==> src/rtl/ram_arb_pkg.sv <==
// ram_arb_pkg: shared encodings and defaults for the program/video RAM arbiter.
//   - owner codes reported on the owner port
//   - internal arbiter state encoding (adds RESET beside the four owners)
//   - RAM request payload struct used by the address/data mux
//   - default timing parameters
package ram_arb_pkg;

  localparam int unsigned ADDR_W = 16;
  localparam int unsigned DATA_W = 8;
  localparam int unsigned OWN_W  = 2;

  localparam logic [OWN_W-1:0] OWN_CPU    = 2'd0;
  localparam logic [OWN_W-1:0] OWN_DRAIN  = 2'd1;
  localparam logic [OWN_W-1:0] OWN_SCREEN = 2'd2;
  localparam logic [OWN_W-1:0] OWN_PROG   = 2'd3;

  localparam int unsigned DEF_SCR_MAX_BURST = 32;
  localparam int unsigned DEF_CPU_MIN_SLOT  = 4;
  localparam int unsigned DEF_RST_CYCLES    = 8;

  typedef enum logic [2:0] {
    ST_CPU    = 3'd0,
    ST_DRAIN  = 3'd1,
    ST_SCREEN = 3'd2,
    ST_PROG   = 3'd3,
    ST_RESET  = 3'd4
  } arb_state_e;

  typedef struct packed {
    logic [ADDR_W-1:0] addr;
    logic              we;
    logic [DATA_W-1:0] wdata;
  } ram_req_t;

  // RESET is the tail of a download, so it is reported as loader-owned.
  function automatic logic [OWN_W-1:0] state_owner(input arb_state_e s);
    logic [OWN_W-1:0] o;
    o = OWN_CPU;
    case (s)
      ST_CPU:    o = OWN_CPU;
      ST_DRAIN:  o = OWN_DRAIN;
      ST_SCREEN: o = OWN_SCREEN;
      ST_PROG:   o = OWN_PROG;
      ST_RESET:  o = OWN_PROG;
      default:   o = OWN_CPU;
    endcase
    return o;
  endfunction

endpackage

==> src/rtl/ram_arb_fsm.sv <==
// ram_arb_fsm: ownership state machine for the shared RAM.
// Holds the state register, screen burst / CPU slot / reset counters, and
// generates the registered cpu_rdy, cpu_rst and owner outputs.
// Ports:
//   clk_ram, reset      clock, async active-low reset
//   prog_req, prog_done loader request and end-of-data
//   scr_req             screen read request
//   state               current arbiter state (drives the RAM mux)
//   owner               registered owner code
//   cpu_rdy, cpu_rst    CPU halt (0 = halted) and active-high CPU reset
//   cpu_stall_cnt       saturating halted-cycle counter (only with ARB_PERF_EN)
module ram_arb_fsm
  import ram_arb_pkg::*;
#(
  parameter int unsigned SCR_MAX_BURST = DEF_SCR_MAX_BURST,
  parameter int unsigned CPU_MIN_SLOT  = DEF_CPU_MIN_SLOT,
  parameter int unsigned RST_CYCLES    = DEF_RST_CYCLES
) (
  input  logic             clk_ram,
  input  logic             reset,
  input  logic             prog_req,
  input  logic             prog_done,
  input  logic             scr_req,
  output arb_state_e       state,
  output logic [OWN_W-1:0] owner,
  output logic             cpu_rdy,
  output logic             cpu_rst
`ifdef ARB_PERF_EN
  ,
  output logic [15:0]      cpu_stall_cnt
`endif
);

  localparam int unsigned BURST_W = (SCR_MAX_BURST > 1) ? $clog2(SCR_MAX_BURST) : 1;
  localparam int unsigned SLOT_W  = (CPU_MIN_SLOT > 0) ? $clog2(CPU_MIN_SLOT + 1) : 1;
  localparam int unsigned RST_W   = (RST_CYCLES > 1) ? $clog2(RST_CYCLES) : 1;

  localparam logic [BURST_W-1:0] BURST_LAST = BURST_W'(SCR_MAX_BURST - 1);
  localparam logic [SLOT_W-1:0]  SLOT_MAX   = SLOT_W'(CPU_MIN_SLOT);
  localparam logic [RST_W-1:0]   RST_LAST   = RST_W'(RST_CYCLES - 1);

  arb_state_e         state_d;
  logic [BURST_W-1:0] burst_cnt, burst_d;
  logic [SLOT_W-1:0]  slot_cnt, slot_d;
  logic [RST_W-1:0]   rst_cnt, rst_d;
  logic               prog_req_q;
  logic               prog_rise;
  logic               slot_ok;
  logic [OWN_W-1:0]   owner_d;
  logic               rdy_d;
  logic               crst_d;

  // Next state, counter next values and registered-output next values
  always_comb begin
    state_d   = state;
    burst_d   = '0;
    slot_d    = slot_cnt;
    rst_d     = '0;
    prog_rise = prog_req & ~prog_req_q;
    // slot_cnt counts CPU cycles already served; this cycle completes the
    // minimum slot when it is the CPU_MIN_SLOT-th one.
    slot_ok   = (({1'b0, slot_cnt} + (SLOT_W + 1)'(1)) >= (SLOT_W + 1)'(CPU_MIN_SLOT));

    case (state)
      ST_CPU: begin
        if (prog_req || (scr_req && slot_ok)) state_d = ST_DRAIN;
      end
      ST_DRAIN: begin
        if (prog_req)     state_d = ST_PROG;
        else if (scr_req) state_d = ST_SCREEN;
        else              state_d = ST_CPU;
      end
      ST_SCREEN: begin
        if (prog_req)                                state_d = ST_PROG;
        else if (!scr_req || burst_cnt == BURST_LAST) state_d = ST_CPU;
      end
      ST_PROG: begin
        if (prog_done)     state_d = ST_RESET;
        else if (!prog_req) state_d = ST_CPU;
      end
      ST_RESET: begin
        if (prog_rise)              state_d = ST_PROG;
        else if (rst_cnt == RST_LAST) state_d = ST_CPU;
      end
      default: state_d = ST_CPU;
    endcase

    if (state == ST_SCREEN && state_d == ST_SCREEN) burst_d = burst_cnt + BURST_W'(1);
    if (state == ST_RESET && state_d == ST_RESET)   rst_d   = rst_cnt + RST_W'(1);

    if (state == ST_SCREEN && state_d != ST_SCREEN)   slot_d = '0;
    else if (state == ST_CPU && slot_cnt != SLOT_MAX) slot_d = slot_cnt + SLOT_W'(1);

    owner_d = state_owner(state_d);
    rdy_d   = (state_d == ST_CPU);
    crst_d  = (state_d == ST_RESET);
  end

  // State, counters and registered outputs
  always_ff @(posedge clk_ram or negedge reset) begin
    if (!reset) begin
      state      <= ST_CPU;
      burst_cnt  <= '0;
      slot_cnt   <= '0;
      rst_cnt    <= '0;
      prog_req_q <= 1'b0;
      owner      <= OWN_CPU;
      cpu_rdy    <= 1'b1;
      cpu_rst    <= 1'b0;
    end else begin
      state      <= state_d;
      burst_cnt  <= burst_d;
      slot_cnt   <= slot_d;
      rst_cnt    <= rst_d;
      prog_req_q <= prog_req;
      owner      <= owner_d;
      cpu_rdy    <= rdy_d;
      cpu_rst    <= crst_d;
    end
  end

`ifdef ARB_PERF_EN
  // Cycles the CPU is halted outside its reset pulse, saturating
  always_ff @(posedge clk_ram or negedge reset) begin
    if (!reset) begin
      cpu_stall_cnt <= '0;
    end else if (!cpu_rdy && !cpu_rst && cpu_stall_cnt != 16'hFFFF) begin
      cpu_stall_cnt <= cpu_stall_cnt + 16'd1;
    end
  end
`endif

endmodule

==> src/rtl/ram_arbiter.sv <==
// ram_arbiter: sole owner of the single-port program/video RAM.
// Priority: UART loader > screen refresher > 6502 CPU (default owner).
// Also sequences CPU halt (cpu_rdy) and the post-download cpu_rst pulse.
// Optional build macro ARB_PERF_EN adds the cpu_stall_cnt output.
// Ports:
//   clk_ram, reset                      clock, async active-low reset
//   prog_req/done/we/addr/wdata         loader interface
//   scr_req/addr, scr_gnt/rvalid/rdata  screen read interface
//   cpu_addr/we/wdata, cpu_rdata        CPU bus
//   cpu_rdy, cpu_rst                    CPU halt / reset control
//   ram_addr/we/wdata, ram_rdata        RAM port (1-cycle read latency)
//   owner                               0 CPU, 1 DRAIN, 2 SCREEN, 3 PROG
//   cpu_stall_cnt                       halted-cycle counter (ARB_PERF_EN)
module ram_arbiter
  import ram_arb_pkg::*;
#(
  parameter int unsigned SCR_MAX_BURST = DEF_SCR_MAX_BURST,
  parameter int unsigned CPU_MIN_SLOT  = DEF_CPU_MIN_SLOT,
  parameter int unsigned RST_CYCLES    = DEF_RST_CYCLES
) (
  input  logic        clk_ram,
  input  logic        reset,
  input  logic        prog_req,
  input  logic        prog_done,
  input  logic        prog_we,
  input  logic [15:0] prog_addr,
  input  logic [7:0]  prog_wdata,
  input  logic        scr_req,
  input  logic [15:0] scr_addr,
  output logic        scr_gnt,
  output logic        scr_rvalid,
  output logic [7:0]  scr_rdata,
  input  logic [15:0] cpu_addr,
  input  logic        cpu_we,
  input  logic [7:0]  cpu_wdata,
  output logic [7:0]  cpu_rdata,
  output logic        cpu_rdy,
  output logic        cpu_rst,
  output logic [15:0] ram_addr,
  output logic        ram_we,
  output logic [7:0]  ram_wdata,
  input  logic [7:0]  ram_rdata,
  output logic [1:0]  owner
`ifdef ARB_PERF_EN
  ,
  output logic [15:0] cpu_stall_cnt
`endif
);

  arb_state_e state;
  ram_req_t   ram_req;

  ram_arb_fsm #(
    .SCR_MAX_BURST (SCR_MAX_BURST),
    .CPU_MIN_SLOT  (CPU_MIN_SLOT),
    .RST_CYCLES    (RST_CYCLES)
  ) u_fsm (
    .clk_ram   (clk_ram),
    .reset     (reset),
    .prog_req  (prog_req),
    .prog_done (prog_done),
    .scr_req   (scr_req),
    .state     (state),
    .owner     (owner),
    .cpu_rdy   (cpu_rdy),
    .cpu_rst   (cpu_rst)
`ifdef ARB_PERF_EN
    ,
    .cpu_stall_cnt (cpu_stall_cnt)
`endif
  );

  // RAM port mux selected by the registered state; DRAIN lets the CPU's
  // in-flight access finish, RESET keeps the CPU address but blocks writes.
  always_comb begin
    ram_req = '{addr: cpu_addr, we: cpu_we, wdata: cpu_wdata};
    case (state)
      ST_SCREEN: ram_req = '{addr: scr_addr, we: 1'b0, wdata: cpu_wdata};
      ST_PROG:   ram_req = '{addr: prog_addr, we: prog_we, wdata: prog_wdata};
      ST_RESET:  ram_req.we = 1'b0;
      default:   ;
    endcase
  end

  assign ram_addr  = ram_req.addr;
  assign ram_we    = ram_req.we & reset;
  assign ram_wdata = ram_req.wdata;

  // Loader pre-empts the screen in the same cycle; the screen retries later.
  assign scr_gnt   = (state == ST_SCREEN) & scr_req & ~prog_req;

  assign cpu_rdata = ram_rdata;
  assign scr_rdata = ram_rdata;

  // Read data returns one cycle after the grant
  always_ff @(posedge clk_ram or negedge reset) begin
    if (!reset) scr_rvalid <= 1'b0;
    else        scr_rvalid <= scr_gnt & scr_req;
  end

endmodule

==> config.mk <==
export PLATFORM = sky130hd
export DESIGN_NAME = ram_arbiter
export DESIGN_NICKNAME = d
export VERILOG_FILES = /design/src/rtl/ram_arb_pkg.sv /design/src/rtl/ram_arb_fsm.sv /design/src/rtl/ram_arbiter.sv
export SDC_FILE = /design/constraint.sdc
export NUM_CORES = 1
export LEC_CHECK = 0
export CORE_MARGIN = 10
export CORE_UTILIZATION = 30
export DETAILED_ROUTE_END_ITERATION = 7
export PLACE_DENSITY = 0.77
export SLEW_MARGIN = 20
export SYNTH_ARGS = -nofsm -noshare
export SYNTH_HDL_FRONTEND = slang
export SYNTH_SLANG_ARGS = --single-unit
==> constraint.sdc <==
create_clock -name clk_ram -period 1.85 [get_ports clk_ram]
set_input_delay 0.185 -clock clk_ram [delete_from_list [all_inputs] [get_ports clk_ram]]
set_output_delay 0.185 -clock clk_ram [all_outputs]
set_load 0.05 [all_outputs]
==> results.sh, run 1 <==
export IMPL_fp_dieW_um=92.7
export IMPL_wl_per_cell_um=17.6
export IMPL_layout_min_cycle_time_ns=1.96
export IMPL_grt_usage_pct=12.9
export IMPL_die_y_um=92.7
export IMPL_finalHoldViolCount=0
export IMPL_crit_chain="ha_2 > and3_4 > ha_4 > nor2b_4 > o311ai_2 > nand4_1 > buf_4 > buf_6 > o211a_1"
export IMPL_synth_top_cell_area_share_pct=30.0
export IMPL_cts_tree="yes"
export IMPL_grt_pass1_vias=1645
export IMPL_cap_viol_max_count=0
export IMPL_vias_per_cell=4.64
export IMPL_ys_ff_latch=20
export IMPL_insertion_delay_ns=0.26
export IMPL_setup_viol=11
export IMPL_synthAdderAreaFrac_pct=4.74
export IMPL_setup_worst_path_end_class="flop"
export IMPL_r2r_cells=9
export IMPL_finalPower_mw=4.72
export IMPL_grt_pass1_wl_mm=8.95
export IMPL_grt_max_degree=35
export IMPL_grt_ovfl_total=0
export IMPL_setup_ws_ns=-0.113
export IMPL_muxShareOfSynthArea_pct=15.8
export IMPL_ys_types=38
export IMPL_drv_slew=0
export IMPL_placed_area_sq_um=2890
export IMPL_yosysTopAreaCell="dfrtp_1"
export IMPL_synth_common_cells="nand2_1, o21ai_0, dfrtp_1"
export IMPL_leakage_nw=1.36
export IMPL_route_vias_total=1600
export IMPL_synthSimpleGateAreaFrac_pct=17.1
export IMPL_rsz0062_at_grt="yes"
export IMPL_crit_path_max_fanout=2
export IMPL_gp_congestion=0.837
export IMPL_critPathTopFamily="simple AND/OR/NAND/NOR gates"
export IMPL_clock_path_buffers=2
export IMPL_synth_edf_count=0
export IMPL_timing_fmax_mhz=509
export IMPL_async_reset_ff_share_pct=100
export IMPL_syn_avg_cell_area_sq_um=9.11
export IMPL_antenna_found_initial=0
export IMPL_ir_worst_vdd_mv=0.956
export IMPL_hold_path_class="input port to asynchronous set/reset pin"
export IMPL_cts_sinks=20
export IMPL_hpwlAfterDp_mm=4.98
export IMPL_ys_seq_area_share_pct=31.6
export IMPL_routed_wl_mm=6.09
export IMPL_rows=26
export IMPL_post_place_ws_ns=-0.140
export IMPL_status="finished with violations"
export IMPL_power_density_nw_per_um2=1520
export IMPL_coreArea_sq_um=5110
export IMPL_arrival_ns=2.16
export IMPL_drt_initial_drc_count=82
export IMPL_die_area_sq_um=8590
export IMPL_final_nets=361
export IMPL_synth_area_sq_um=1590
export IMPL_drc=0
export IMPL_synth_most_common_cell="nand2_1"
export IMPL_cp_num_buf_inv=2
export IMPL_relSlewSlack_pct=65.5
export IMPL_drive_above_1_share_pct=32.0
export IMPL_clockRootBuffer="clkbuf_8"
export IMPL_synth_top_family_by_area="simple AND/OR/NAND/NOR gates"
export IMPL_critPathSlowestCell="dfrtp_1"
export IMPL_fin_util_pct=60.8
export IMPL_critical_path_class="flop to flop"
export IMPL_skew_ns=0.00944
export IMPL_startpoint_type="flop"
export IMPL_tightest_slew_ns=0.515
export IMPL_drtPass1Iterations=4
export IMPL_ant_nets=0
export IMPL_start_util_pct=31.0
export IMPL_cts_buffers=3
export IMPL_syn_inst=174
export IMPL_area_growth_synth_to_final_pct=95.7
export IMPL_synth_top_flop_cell="dfrtp_1"
export IMPL_slowest_delay_ns=0.38
export IMPL_finalCritPeriodShare_pct=106
export IMPL_violations="negative setup slack"
export IMPL_syn_num_nets=259
export IMPL_diodes=0
export IMPL_io_buffers=101
export IMPL_yosys_area_share_xor_xnor_pct=2.21
export IMPL_ctsHtreeMaxLevel=1
export IMPL_path_depth=9
export IMPL_synth_compound_area_share_pct=15.2
export IMPL_yosys_warnings=0
export IMPL_postLayoutCellArea_sq_um=3100
export IMPL_synth_area_leaders="dfrtp_1, mux2i_1, buf_4"
export IMPL_crit_required_ns=2.05
export IMPL_clk_pin_slew_worst_paths_ns=0.08
export IMPL_cts_hold_buf=0
export IMPL_ios=126
-- cell usage in the layout, fill, tap and decap left out, types with 3 or more instances in the layout --
master           netlist  layout
dfrtp_1               19      17
o21ai_2                0       3
o21ai_0               20       5
nand2b_1               4       4
nor3_1                 4       3
o21ai_1                0      12
mux2i_1               16      16
nand2_2                0       3
buf_4                 17      21
nor2_1                 3       3
a21oi_1                3       3
ha_1                   6       4
clkbuf_8               0       3
mux2_2                 8       8
clkdlybuf4s50_1        0      74
buf_12                 0      26
inv_1                  8       7
nand2_1               23      20
-- through the flow --
| stage | std cells | setup TNS [ns] | hold slack (ns) |
|---|---|---|---|
| final | 345 | -0.805 | 0.314 |
| after global routing | 345 | -1.75 | 0.329 |
| after CTS | 339 | -0.798 | 0.330 |
| after detailed placement | 333 | -0.734 | 0.371 |
| after global placement | 333 | -0.221 | 0.371 |
| after floorplan | 174 | -2.36 | -0.111 |
-- path summary, 6_finish.rpt --
| path | startpoint | endpoint | slack [ns] |
|---|---|---|---|
| worst max-delay path | u_fsm.burst_cnt[0] | u_fsm.cpu_rdy | -0.11 |
| worst min-delay path | reset | u_fsm.burst_cnt[2] | 0.31 |
| worst max register to register | u_fsm.burst_cnt[0] | u_fsm.cpu_rdy | -0.11 |
| worst min register to register | u_fsm.rst_cnt[0] | u_fsm.rst_cnt[0] | 0.44 |
| max in group asynchronous | reset | u_fsm.cpu_rdy | 1.27 |
| min in group clk_ram | ram_rdata[3] | scr_rdata[3] | 0.37 |
-- kinds of logic (layout without fill, tap and decap cells) --
logic type               Yosys count  after routing
XOR/XNOR                           4              4
AND/OR/NAND/NOR                   50             50
multiplexers                      24             24
flip-flops                        20             20
buffers and inverters             34            135
AO/OA/AOI/OAI                     36             36
adder cells (fa/ha/maj)            6              6
-- worst register-to-register path: stages, from the launching register on --
cell and delay (ns):
dfrtp_1 0.38, ha_2 0.20, and3_4 0.19, ha_4 0.15, nor2b_4 0.12, o311ai_2 0.24
nand4_1 0.20, buf_4 0.20, buf_6 0.11, o211a_1 0.12
-- flip-flops by register name, summed over array words and instances (netlist names) --
name,flops
u_fsm.prog_req_q,1
u_fsm.cpu_rdy,1
u_fsm.burst_cnt,5
u_fsm.slot_cnt,3
u_fsm.rst_cnt,3
u_fsm.state,3
scr_rvalid,1
u_fsm.cpu_rst,1
u_fsm.owner,2
-- layer usage --
metal  part of all wire, %  global-route usage [%]
met2                    57                    25.8
met5                     0                       0
met1                    33                    12.8
met4                   1.3                    2.19
met3                   8.1                    4.12
-- final cells by class --
type / instances / area, sq um
clock buffer: 3 / 41.3
clock inverter: 1 / 30.0
fill: 420 / 2000
inverter: 8 / 30.0
multi-input combinational: 120 / 968
sequential: 20 / 504
tap: 70 / 87.6
timing repair buffer: 123 / 1440
-- what timing repair did --
| action | CTS | global route |
|---|---|---|
| gates resized for setup | 14 | 11 |
| pin swaps | 5 | 4 |
| setup endpoints to repair | 20 | 24 |
| setup buffers | 2 | 6 |
-- report_power, final --
| group | switching (mW) | leakage [nW] | internal [mW] |
|---|---|---|---|
| registers | 0.0999 | 0.259 | 0.551 |
| logic | 1.96 | 1.06 | 1.66 |
| clock network | 0.148 | 0.0357 | 0.289 |
| total | 2.21 | 1.36 | 2.50 |
Note: power is estimated with default switching activity, not from simulation.
==> run 2: changes to the inputs <==
- CORE_UTILIZATION: 30 -> 36
- PLACE_DENSITY: 0.77 -> 0.87
- clock period: 1.85 -> 2.5 ns (I/O delays scaled with it)
==> run 2 against run 1 <==
  * The flow now finishes without violations
  * First-iteration DRC count increased by 7.3%
  * Utilization is 4.9 points higher
  * Sequential share of layout area is 1.4 points higher
  * Routed wire length shrank 6.7%
  * Critical path depth fell by 1
  * Cell area down 8.5%
  * Maximum frequency decreased by 16%
  * Die area is 13% lower
  * Clock skew up 0.00070 ns
  * Final cell count down 10%
  * Critical path type unchanged
==> results.sh, run 2 (same netlist as run 1, synthesis figures left out) <==
export IMPL_cts_sinks=20
export IMPL_clock_path_buffers=2
export IMPL_skew_ns=0.0101
export IMPL_io_buffers=101
export IMPL_crit_chain="ha_1 > and3_1 > ha_1 > nor2b_1 > o311ai_1 > nand4_1 > buf_4 > nor4_1"
export IMPL_crit_path_max_fanout=6
export IMPL_cts_buffers=3
export IMPL_drive_above_1_share_pct=19.4
export IMPL_ant_nets=0
export IMPL_die_y_um=86.4
export IMPL_cts_hold_buf=0
export IMPL_fp_dieW_um=86.4
export IMPL_cap_viol_max_count=0
export IMPL_final_nets=344
export IMPL_post_place_ws_ns=0.211
export IMPL_hold_path_class="input port to asynchronous set/reset pin"
export IMPL_timing_fmax_mhz=426
export IMPL_rsz0062_at_grt="no"
export IMPL_vias_per_cell=5.09
export IMPL_r2r_slack_ns=0.15
export IMPL_setup_viol=0
export IMPL_drc=0
export IMPL_status="finished, final reports clean"
export IMPL_critPathSlowestCell="dfrtp_1"
export IMPL_crit_path_frequent_cell="ha_1"
export IMPL_antenna_found_initial=0
export IMPL_gp_congestion=0.842
export IMPL_startpoint_type="flop"
export IMPL_postLayoutCellArea_sq_um=2840
export IMPL_start_util_pct=36.7
export IMPL_tightest_slew_ns=0.526
export IMPL_die_area_sq_um=7460
export IMPL_endpoint="u_fsm.burst_cnt[2]"
export IMPL_wl_per_cell_um=18.3
export IMPL_ctsHtreeMaxLevel=1
export IMPL_timing_hold_ws_ns=0.400
export IMPL_clk_pin_slew_worst_paths_ns=0.08
export IMPL_coreArea_sq_um=4320
export IMPL_grt_max_degree=34
export IMPL_placed_area_sq_um=2770
export IMPL_cp_num_buf_inv=1
export IMPL_rows=24
export IMPL_r2r_cells=8
export IMPL_setup_ws_ns=0.152
export IMPL_grt_pass1_wl_mm=8.57
export IMPL_power_density_nw_per_um2=1110
export IMPL_layout_cells_non_filler=310
export IMPL_grt_ovfl_total=0
export IMPL_routed_wl_mm=5.68
export IMPL_leakage_nw=1.26
export IMPL_finalCritPeriodShare_pct=93.9
export IMPL_layout_common_cells="clkdlybuf4s50_1, buf_12, nand2_1, o21ai_0, dfrtp_1"
export IMPL_area_growth_synth_to_final_pct=79.0
export IMPL_fin_util_pct=65.6
export IMPL_ir_worst_vdd_mv=0.507
export IMPL_crit_required_ns=2.63
export IMPL_drt_initial_drc_count=88
export IMPL_layout_min_cycle_time_ns=2.35
export IMPL_rr_startpoint="u_fsm.burst_cnt[0]"
export IMPL_path_depth=8
export IMPL_cts_tree="yes"
export IMPL_n_fill_cell=328
export IMPL_grt_pass1_vias=1569
export IMPL_setup_worst_path_end_class="flop"
export IMPL_final_common_cell="clkdlybuf4s50_1"
export IMPL_drtPass1Iterations=4
export IMPL_reg2reg_to="u_fsm.burst_cnt[2]"
export IMPL_finalHoldViolCount=0
export IMPL_route_vias_total=1578
export IMPL_finalPower_mw=3.16
export IMPL_critPathLaunch="u_fsm.burst_cnt[0]"
export IMPL_slowest_delay_ns=0.41
export IMPL_insertion_delay_ns=0.26
export IMPL_grt_usage_pct=14.2
export IMPL_regMostFlops="u_fsm.burst_cnt"
export IMPL_relSlewSlack_pct=64.9
export IMPL_place_inst=306
export IMPL_critical_path_class="flop to flop"
export IMPL_diodes=0
export IMPL_arrival_ns=2.48
export IMPL_clockRootBuffer="clkbuf_8"
export IMPL_largest_register_ffs=5
export IMPL_hpwlAfterDp_mm=4.76
export IMPL_critPathTopFamily="simple AND/OR/NAND/NOR gates"
export IMPL_ios=126
export IMPL_cts_setup_buffers=0
export IMPL_fin_setup_tns_ns=0
export IMPL_drv_slew=0
export IMPL_cts_resized=0
-- run 2: cell count changes in the layout (fill, tap and decap cells not counted), moves of 3 or more --
cell	previous run	this run
o21ai_2	3	0
nand2_1	20	23
buf_4	21	6
o21ai_1	12	0
o21ai_0	5	20
nand2_2	3	0
-- run 2: per-layer routing --
metal / up-vias / part of all wire [%] / GRT usage (%)
li1: 759 / - / -
met4: 0 / 1.5 / 3.24
met5: - / 0 / 0
met1: 764 / 36 / 15.2
met3: 7 / 6.2 / 3.85
met2: 48 / 57 / 26.6
-- run 2: worst min path at each step --
stage                           from          endpoint  cells past startpoint
global route                   reset    u_fsm.owner[0]                      2
floorplan                      reset        scr_rvalid                      0
global placement    u_fsm.rst_cnt[0]  u_fsm.rst_cnt[0]                      1
finish                         reset        scr_rvalid                      2
CTS                            reset        scr_rvalid                      2
detailed placement  u_fsm.rst_cnt[0]  u_fsm.rst_cnt[0]                      1
-- run 2: area by class of cell --
class | instances | area (sq um) | share of cell area (%)
Timing Repair Buffer | 106 | 1300 | 45.7
Multi-Input combinational cell | 120 | 873 | 30.8
Sequential cell | 20 | 502 | 17.7
Tap cell | 52 | 65.1 | 2.29
Clock buffer | 3 | 41.3 | 1.46
Clock inverter | 1 | 30.0 | 1.06
Inverter | 8 | 30.0 | 1.06
-- run 2: worst reg2reg max path, stage by stage (launching register included) --
cell and delay [ns]:
dfrtp_1 0.41, ha_1 0.23, and3_1 0.18, ha_1 0.16, nor2b_1 0.12, o311ai_1 0.22, nand4_1 0.30, buf_4 0.28
nor4_1 0.33
-- run 2: power breakdown --
part | internal, mW | switching [mW] | total [mW]
Sequential | 0.404 | 0.0974 | 0.501
Combinational | 1.03 | 1.32 | 2.34
Clock | 0.214 | 0.104 | 0.318
